$ cat src/rtl/best_move_select_if.sv
// best_move_select_if: request, move-list read and result signals between the selector and its environment.
interface best_move_select_if #(
  parameter int MAX_POSITIONS_LOG2 = 8,
  parameter int EVAL_WIDTH = 24,
  parameter int UCI_WIDTH = 16
);
  logic start, white_to_move, am_moves_ready, initial_mate, initial_stalemate;
  logic [MAX_POSITIONS_LOG2-1:0] am_move_count, am_move_index, best_index;
  logic signed [EVAL_WIDTH-1:0] eval_in, best_eval;
  logic [UCI_WIDTH-1:0] uci_in, best_uci;
  logic am_clear_moves, busy, done, best_valid, mate_out, stalemate_out;
  modport master (
    output start, white_to_move, am_moves_ready, am_move_count, initial_mate, initial_stalemate, eval_in, uci_in,
    input am_move_index, am_clear_moves, busy, done, best_valid, best_index, best_eval, best_uci, mate_out, stalemate_out
  );
  modport slave (
    input start, white_to_move, am_moves_ready, am_move_count, initial_mate, initial_stalemate, eval_in, uci_in,
    output am_move_index, am_clear_moves, busy, done, best_valid, best_index, best_eval, best_uci, mate_out, stalemate_out
  );
endinterface

$ cat src/rtl/best_move_select.sv
// best_move_select: scans the generated move list and keeps the best eval for the side to move.
module best_move_select #(
  parameter int MAX_POSITIONS_LOG2 = 8,
  parameter int EVAL_WIDTH = 24,
  parameter int UCI_WIDTH = 16,
  parameter int READ_LATENCY = 2
) (
  input logic clk,
  input logic reset,
  best_move_select_if.slave bus
);
  typedef enum logic [2:0] {IDLE, WAIT_READY, FETCH, COMPARE, CLEAR, DONE} state_t;
  localparam int CW = READ_LATENCY < 2 ? 1 : $clog2(READ_LATENCY);
  localparam logic [CW-1:0] LAST = CW'(READ_LATENCY - 1);
  localparam logic [MAX_POSITIONS_LOG2:0] ONE = 1;
  state_t state;
  logic white, more, better;
  logic [MAX_POSITIONS_LOG2-1:0] count;
  logic [CW-1:0] wait_cnt;
  // one extra bit so a full-size list never wraps the end test
  assign more = ({1'b0, bus.am_move_index} + ONE) < {1'b0, count};
  assign better = white ? bus.eval_in > bus.best_eval : bus.eval_in < bus.best_eval;
  always_ff @(posedge clk) begin
    if (reset) begin
      state <= IDLE;
      white <= 1'b0;
      count <= '0;
      wait_cnt <= '0;
      bus.am_move_index <= '0;
      bus.am_clear_moves <= 1'b0;
      bus.busy <= 1'b0;
      bus.done <= 1'b0;
      bus.best_valid <= 1'b0;
      bus.best_index <= '0;
      bus.best_eval <= '0;
      bus.best_uci <= '0;
      bus.mate_out <= 1'b0;
      bus.stalemate_out <= 1'b0;
    end else begin
      bus.am_clear_moves <= 1'b0;
      bus.done <= 1'b0;
      case (state)
        IDLE: if (bus.start) begin
          white <= bus.white_to_move;
          bus.busy <= 1'b1;
          bus.best_valid <= 1'b0;
          bus.mate_out <= 1'b0;
          bus.stalemate_out <= 1'b0;
          state <= WAIT_READY;
        end
        WAIT_READY: if (bus.am_moves_ready) begin
          count <= bus.am_move_count;
          if (bus.am_move_count == '0) begin
            bus.mate_out <= bus.initial_mate;
            bus.stalemate_out <= bus.initial_stalemate;
            bus.best_valid <= 1'b0;
            bus.best_eval <= '0;
            bus.best_uci <= '0;
            bus.best_index <= '0;
            bus.am_clear_moves <= 1'b1;
            state <= CLEAR;
          end else begin
            bus.am_move_index <= '0;
            wait_cnt <= '0;
            state <= FETCH;
          end
        end
        FETCH: if (wait_cnt == LAST) state <= COMPARE; else wait_cnt <= wait_cnt + CW'(1);
        COMPARE: begin
          if (bus.am_move_index == '0 || better) begin
            bus.best_eval <= bus.eval_in;
            bus.best_uci <= bus.uci_in;
            bus.best_index <= bus.am_move_index;
            bus.best_valid <= 1'b1;
          end
          if (more) begin
            bus.am_move_index <= bus.am_move_index + MAX_POSITIONS_LOG2'(1);
            wait_cnt <= '0;
            state <= FETCH;
          end else begin
            bus.am_clear_moves <= 1'b1;
            state <= CLEAR;
          end
        end
        CLEAR: begin
          bus.done <= 1'b1;
          bus.busy <= 1'b0;
          state <= DONE;
        end
        DONE: state <= IDLE;
        default: state <= IDLE;
      endcase
    end
  end
endmodule

$ cat src/flat_wrapper.sv
// flat-port wrapper written by rule: the top's interface ports become plain ports
module best_move_select_flat 
#(
  parameter int MAX_POSITIONS_LOG2 = 8,
  parameter int EVAL_WIDTH = 24,
  parameter int UCI_WIDTH = 16,
  parameter int READ_LATENCY = 2
)
  (clk, reset, bus_start, bus_white_to_move, bus_am_moves_ready, bus_am_move_count, bus_initial_mate, bus_initial_stalemate, bus_eval_in, bus_uci_in, bus_am_move_index, bus_am_clear_moves, bus_busy, bus_done, bus_best_valid, bus_best_index, bus_best_eval, bus_best_uci, bus_mate_out, bus_stalemate_out);
  best_move_select_if #(.MAX_POSITIONS_LOG2(MAX_POSITIONS_LOG2), .EVAL_WIDTH(EVAL_WIDTH), .UCI_WIDTH(UCI_WIDTH)) bus_i ();
  input logic clk;
  input logic reset;
  input wire logic [$bits(bus_i.start)-1:0] bus_start;
  input wire logic [$bits(bus_i.white_to_move)-1:0] bus_white_to_move;
  input wire logic [$bits(bus_i.am_moves_ready)-1:0] bus_am_moves_ready;
  input wire logic [$bits(bus_i.am_move_count)-1:0] bus_am_move_count;
  input wire logic [$bits(bus_i.initial_mate)-1:0] bus_initial_mate;
  input wire logic [$bits(bus_i.initial_stalemate)-1:0] bus_initial_stalemate;
  input wire logic [$bits(bus_i.eval_in)-1:0] bus_eval_in;
  input wire logic [$bits(bus_i.uci_in)-1:0] bus_uci_in;
  output wire logic [$bits(bus_i.am_move_index)-1:0] bus_am_move_index;
  output wire logic [$bits(bus_i.am_clear_moves)-1:0] bus_am_clear_moves;
  output wire logic [$bits(bus_i.busy)-1:0] bus_busy;
  output wire logic [$bits(bus_i.done)-1:0] bus_done;
  output wire logic [$bits(bus_i.best_valid)-1:0] bus_best_valid;
  output wire logic [$bits(bus_i.best_index)-1:0] bus_best_index;
  output wire logic [$bits(bus_i.best_eval)-1:0] bus_best_eval;
  output wire logic [$bits(bus_i.best_uci)-1:0] bus_best_uci;
  output wire logic [$bits(bus_i.mate_out)-1:0] bus_mate_out;
  output wire logic [$bits(bus_i.stalemate_out)-1:0] bus_stalemate_out;
  assign bus_i.start = bus_start;
  assign bus_i.white_to_move = bus_white_to_move;
  assign bus_i.am_moves_ready = bus_am_moves_ready;
  assign bus_i.am_move_count = bus_am_move_count;
  assign bus_i.initial_mate = bus_initial_mate;
  assign bus_i.initial_stalemate = bus_initial_stalemate;
  assign bus_i.eval_in = bus_eval_in;
  assign bus_i.uci_in = bus_uci_in;
  assign bus_am_move_index = bus_i.am_move_index;
  assign bus_am_clear_moves = bus_i.am_clear_moves;
  assign bus_busy = bus_i.busy;
  assign bus_done = bus_i.done;
  assign bus_best_valid = bus_i.best_valid;
  assign bus_best_index = bus_i.best_index;
  assign bus_best_eval = bus_i.best_eval;
  assign bus_best_uci = bus_i.best_uci;
  assign bus_mate_out = bus_i.mate_out;
  assign bus_stalemate_out = bus_i.stalemate_out;
  best_move_select #(.MAX_POSITIONS_LOG2(MAX_POSITIONS_LOG2), .EVAL_WIDTH(EVAL_WIDTH), .UCI_WIDTH(UCI_WIDTH), .READ_LATENCY(READ_LATENCY)) u_core (.clk(clk), .reset(reset), .bus(bus_i));
endmodule
$ cat config.mk
export PLATFORM = sky130hd
export DESIGN_NAME = best_move_select_flat
export DESIGN_NICKNAME = d
export VERILOG_FILES = /design/src/rtl/best_move_select_if.sv /design/src/rtl/best_move_select.sv /design/src/flat_wrapper.sv
export SDC_FILE = /design/constraint.sdc
export NUM_CORES = 1
export LEC_CHECK = 0
export ABC_CLOCK_PERIOD_IN_PS = 2700
export BUFFER_PORTS_ARGS = -buffer_cell sky130_fd_sc_hd__buf_2
export CORE_MARGIN = 2
export CORE_UTILIZATION = 47
export DETAILED_ROUTE_END_ITERATION = 10
export GPL_TIMING_DRIVEN = 0
export PLACE_DENSITY = 0.76
export SLEW_MARGIN = 15
export SYNTH_ARGS = -nofsm -noshare
export SYNTH_HDL_FRONTEND = slang
export SYNTH_SLANG_ARGS = --single-unit
$ cat constraint.sdc
create_clock -name clk -period 2.7 [get_ports clk]
set_input_delay 0.135 -clock clk [delete_from_list [all_inputs] [get_ports clk]]
set_output_delay 0.135 -clock clk [all_outputs]
set_load 0.005 [all_outputs]
Word level (Yosys, flattened, before mapping)
Index checks and enable logic that the tools add are counted.
W data, S select, Z words.
{"block": "totals", "regBits": 75, "latch_bits": 0, "mem_bits_rw": 0, "rom_bits": 0, "inputBits": 55, "out_inout_bits": 62, "word_cells": 95, "memories": 0}
{"block": "classes", "addsub": 3, "mul": 0, "n_div": 0, "n_lt_le_gt_ge": 3, "n_eq_ne": 11, "shift": 0, "n_mux": 46, "bitwise_logic": 0, "n_reduce_logical": 18}
{"operator": "$mux W24", "n": 3}
{"operator": "$mux W16", "n": 3}
{"operator": "$mux W8", "n": 6}
{"operator": "$pmux W24 S2", "n": 1}
{"operator": "$pmux W16 S2", "n": 1}
{"operator": "$pmux W8 S2", "n": 2}
{"operator": "$gt A24 B24 Y1", "n": 1}
{"operator": "$lt A24 B24 Y1", "n": 1}
{"operator": "$mux W1", "n": 18}
{"operator": "$logic_not A8 Y1", "n": 2}
{"operator": "$reduce_and A4 Y1", "n": 4}
{"operator": "$mux W3", "n": 5}
{"operator": "$pmux W3 S5", "n": 1}
{"operator": "$add A8 B1 Y9 const B", "n": 1}
{"operator": "$lt A9 B8 Y1", "n": 1}
{"operator": "$add A8 B1 Y8 const B", "n": 1}
{"operator": "$ne A2 B1 Y1 const B", "n": 4}
{"operator": "$pmux W1 S2", "n": 4}
{"operator": "$eq A3 B2 Y1 const B", "n": 2}
{"operator": "$ne A2 B2 Y1 const B", "n": 3}
{"operator": "$pmux W1 S3", "n": 2}
{"operator": "$reduce_and A2 Y1", "n": 3}
{"operator": "$reduce_bool A2 Y1", "n": 3}
{"operator": "$reduce_bool A3 Y1", "n": 2}
{"operator": "7 further kinds", "n": 7}

Depth between registers and ports, before layout
{"block": "logic_depth", "depth_word": 5, "mapped_depth": 12, "mapped_depth_nobuf": 11}

Worst setup path after synthesis
No wires, ideal clock.
{"block": "synth_path", "path_type": "register to register", "from": "reg u_core.bus.am_move_index[0]", "to": "reg u_core.bus.am_move_index[3]", "setup_ns": 0.117, "arrival_time_ns": 2.640, "t_required_ns": 2.583, "setup_slack_ns": -0.058, "path_stages_with_launch": 12, "n_path_buf": 1, "synth_period_minus_slack_ns": 2.758, "cell_sequence": "dfxtp_1 inv_1 ha_1 ha_1 a21boi_0 o21ai_0 a21oi_1 o311ai_0 and2_1 clkbuf_1 a311oi_2 a32o_1"}
{"block": "synth_between", "elab_chain_len": 4, "word_cells_on_any_way": 7, "classes_between": "2 x add/sub; 1 x order compare; 1 x eq/ne; 2 x mux; 1 x reduce/logical"}
{"item": "from (decl)", "line_no": "best_move_select_if.sv:18", "text": "output am_move_index, am_clear_moves, busy, done, best_valid, best_index, best_eval, best_uci, mate_out, stale ..."}
{"item": "from (signal assigned)", "line_no": "best_move_select.sv:77", "text": "bus.am_move_index <= bus.am_move_index + MAX_POSITIONS_LOG2'(1);"}
{"item": "$add A8 B1 Y9", "line_no": "best_move_select.sv:21", "text": "assign more = ({1'b0, bus.am_move_index} + ONE) < {1'b0, count};"}
{"item": "$lt A9 B8 Y1", "line_no": "best_move_select.sv:21"}
{"item": "$ne A2 B1 Y1 (no line)"}
{"item": "$reduce_and A4 Y1 (no line)"}
Several ways; a longest one is shown, not always the timed one. The select of a mux whose other input is x is not followed.
A chain may end at the register's enable or synchronous reset.

Worst setup path after layout
{"block": "layout_path", "from": "reg u_core.bus.best_eval[11]", "to": "reg u_core.bus.best_eval[18]"}
{"block": "layout_between", "elab_chain_len": 5, "word_cells_on_any_way": 6, "classes_between": "2 x order compare; 1 x eq/ne; 1 x mux; 2 x reduce/logical"}
{"item": "from (decl)", "line_no": "best_move_select_if.sv:18"}
{"item": "from (signal assigned)", "line_no": "best_move_select.sv:71", "text": "bus.best_eval <= bus.eval_in;"}
{"item": "$lt A24 B24 Y1 / $gt A24 B24 Y1 (equally long branches)", "line_no": "best_move_select.sv:22", "text": "assign better = white ? bus.eval_in > bus.best_eval : bus.eval_in < bus.best_eval;"}
{"item": "$mux W1 *", "line_no": "best_move_select.sv:22"}
{"item": "$logic_or A1 B1 Y1 *", "line_no": "best_move_select.sv:70", "text": "if (bus.am_move_index == '0 || better) begin"}
{"item": "$ne A2 B1 Y1 (no line) *"}
{"item": "$reduce_and A4 Y1 (no line) *"}
Mark *: on every way between the ends. The rest lies on a longest branch, timed or not.

==> metrics.md <==
| Metric | Value |
|---|---|
| Run status | `finished clean` |
| Worst skew pair latency | `0.35 ns` |
| Avg WL per Cell | `15.1 um` |
| Post-synth ARST share | `0%` |
| Crit-path max FO | `7` |
| Net switching power | `between 0.6 and 0.7 mW` |
| CTS sink cnt | `75` |
| Starting density of the core | `a little under half` |
| Finish-stage setup viols | `0` |
| Top_reg_cell synth | `dfxtp_1` |
| Fin area | `5530 um2` |
| Pwr Density | `around 440 nW/um2` |
| Cts bufs inserted | `9` |
| Worst VDD drop | `384 uV` |
| N_diodes | `0` |
| Syn nets | `561` |
| # fillers | `748` |
| Clock Power Share | `roughly 40%` |
| RSZ-0062 raised after global routing | `true` |
| Mapped cell area | `between 4000 and 5000 um2` |
| Total Wirelength | `between 10 and 15 mm` |
| Max Slew Vio Count | `0` |
| Net count, final | `708` |
| Non-filler instance count after layout | `733` |
| R2R Setup Slk | `0.009 ns` |
| Routed Antenna Nets | `0` |
| Clk_skew | `0.0119 ns` |
| Grt ovf | `0` |
| Die Ht | `97.4 um` |
| Max-cap viol count | `0` |
| Setup crit end kind | `flip-flop` |
| EDFF count, synth | `0` |
| Inst Count DP | `696` |
| First-pass GRT wire length | `17.4 mm` |
| Via count | `3,966` |
| Worst Hold Class | `primary input to flip-flop` |
| GR Util met3 | `3.60%` |
| Gate power share | `14.2%` |
| Max_slew headroom | `37.3%` |
| Clock Path Buffers | `2` |
| Io pins | `117` |
| CP arrival | `a little under 3 ns` |
| Final Hold Fails | `0` |
| H-tree level count | `3` |
| HPWL after DPL | `around 8 mm` |
| Initial detailed-routing violation count | `145` |
| Worst Tran Pin Value | `0.939 ns` |
| Flops & latches, synth | `75` |
| Yosys warning total | `0` |
| CTS tree | `built` |
| Fmax | `about 370 MHz` |
| Gr busiest metal | `met2` |
| Final setup margin | `0.00885 ns` |
| Initial antenna violation count | `0` |
| Site row count | `34` |
| Final core utilization | `64.4%` |
| Worst path max stage delay | `0.41 ns` |
| Synth Area per Inst | `8.67 um2` |
| Largest net degree at the start of global routing | `13` |
| Sw Ratio | `25.8%` |
| Cell-internal power | `1.82 mW` |
| Cells after synthesis | `about 470` |
| Critical path class | `flip-flop to flip-flop` |
| Post-synth cell types | `43` |
| Die X | `97.4 um` |
| Fin crit period | `2.69 ns` |
| Reg power frac | `between 40% and 50%` |
| Vias per cell | `approximately 5.4` |
| Critical-path top delay cell | `or3_4` |
| Min Hold Slack | `approximately 0.0074 ns` |
| Vias in the first global route | `3,795` |
| Total Neg Setup Slack | `0 ns` |
| Area growth syn-to-layout | `34.8%` |
| Post-DP Area | `4810 um2` |
| Clock slew at reported path FFs | `0.08 ns` |
| Post-synthesis sequential area ratio | `between 30% and 40%` |
| GRT Util Overall | `21.9%` |
| Number of buffers added on ports | `about 120` |
| Leakage power total | `2.35 nW` |
| Routability cong. | `0.909` |
| Core Region | `8590 um2` |
| Drt first pass iters | `4` |
| Final worst-path cycle share | `99.7%` |
| Met1 GRT Util | `between 20% and 30%` |
| Tot Pwr | `2.45 mW` |
| DRC violations left | `0` |
| WP data required | `2.97 ns` |
| Met2 usage | `between 30% and 40%` |
| Worst Setup Start Kind | `flip-flop` |
| CTS Root Cell | `clkbuf_8` |
| Cell breakdown of the critical path | `inv_2 -> ha_4 -> nand4_1 -> or3_4 -> a21o_1 -> a31oi_4 -> nor3_4 -> o31a_1 -> buf_6 -> buf_12 -> o32ai_2` |
| Layout cells sized above 1 | `35.7%` |
| Place WS | `-0.400 ns` |
| Die area | `9490 um2` |
routing by layer:
metal  share of wire, %  wire length [um]
met1                 43              4780
met2                 49              5390
met3                5.6               625
met4                2.4               271
met5                  0                 0
cell families after synthesis:
family                   count (synthesis)  synth area share (%)
AO/OA/AOI/OAI                          129                  27.7
XOR/XNOR                                 4                 0.854
adder cells (fa/ha/maj)                 33                  10.1
buffers and inverters                  116                  11.3
flip-flops                              75                  36.6
AND/OR/NAND/NOR                        116                  13.5
power groups by stage:
stage	registers (mW)	logic [mW]	clock network (mW)
6_report	1.13	0.349	0.970
5_1_grt	1.13	0.390	1.02
4_1_cts	1.13	0.304	0.981
3_5_place_dp	1.16	0.282	0
3_3_place_gp	1.16	0.275	0
2_1_floorplan	1.16	0.180	0
synth_stat cells (6+ instances only):
library cell,n,area share (%)
nand2_1,42,3.8
nand3_1,25,3.1
o31ai_4,10,5.2
clkbuf_1,18,1.6
o21ai_0,11,1.3
ha_1,33,10
o31ai_1,8,1.5
o32ai_2,10,4.0
a21o_1,6,1.1
dfxtp_1,75,37
o32ai_1,22,4.7
nor2_1,17,1.6
nand4_1,6,0.92
nor3_1,6,0.73
a21oi_1,36,4.4
inv_1,91,8.3
state kept, by name, indices dropped and copies added (netlist names), 3 cells and up:
signal,cells
u_core.state,3
u_core.bus.best_index,8
u_core.bus.am_move_index,8
u_core.bus.best_uci,16
u_core.count,8
u_core.bus.best_eval,24
placed cells by master, fill, tap and decap left out, types with 4 or more instances in the layout:
cell type and n:
a21o_1 6, a21oi_1 33, a32o_1 4, buf_2 119
buf_4 14, clkbuf_1 18, clkbuf_8 10, dfxtp_1 66
dfxtp_2 8, dlygate4sd3_1 4, ha_1 26, ha_4 7
inv_1 86, inv_2 5, nand2_1 41, nand2b_1 4
nand3_1 23, nand4_1 6, nor2_1 17, nor2b_1 5
o211ai_1 5, o21ai_0 9, o31ai_1 8, o31ai_4 10
o32ai_1 16, o32ai_2 16
path summary, 6_finish.rpt:
check                            from                  endpoint  depth (start not counted)
min                     bus_uci_in[0]    u_core.bus.best_uci[0]                          3
max          u_core.bus.best_eval[11]  u_core.bus.best_eval[18]                         11
min reg2reg           u_core.count[4]           u_core.count[4]                          2
max reg2reg  u_core.bus.best_eval[11]  u_core.bus.best_eval[18]                         11
critical path, delay by kind of cell, from the launching register on:
family / cells / cell delay, ns
compound gates: 4 / 1.00
simple gates: 3 / 0.58
buf+inv: 3 / 0.39
flops: 1 / 0.37
fa+ha+maj: 1 / 0.27
final cells by class:
type / count / area, um2 / area share, %
multi-input combinational: 282 / 2390 / 43.2
clock inverter: 4 / 73.8 / 1.33
tap: 108 / 135 / 2.44
sequential: 75 / 1520 / 27.4
inverter: 91 / 342 / 6.18
timing repair buffer: 137 / 787 / 14.2
clock buffer: 12 / 145 / 2.62
buffer: 24 / 143 / 2.58
repair_timing:
item | in CTS | in global routing
gates resized for setup | 12 | 50
pin swaps | 5 | 19
cloned | 0 | 3
endpoints found under the setup margin | 48 | 57
endpoints found under the hold margin | 4 | 0
buffers inserted | 2 | 13
hold buffers | 4 | 0
(Power assumes the default switching activity.)
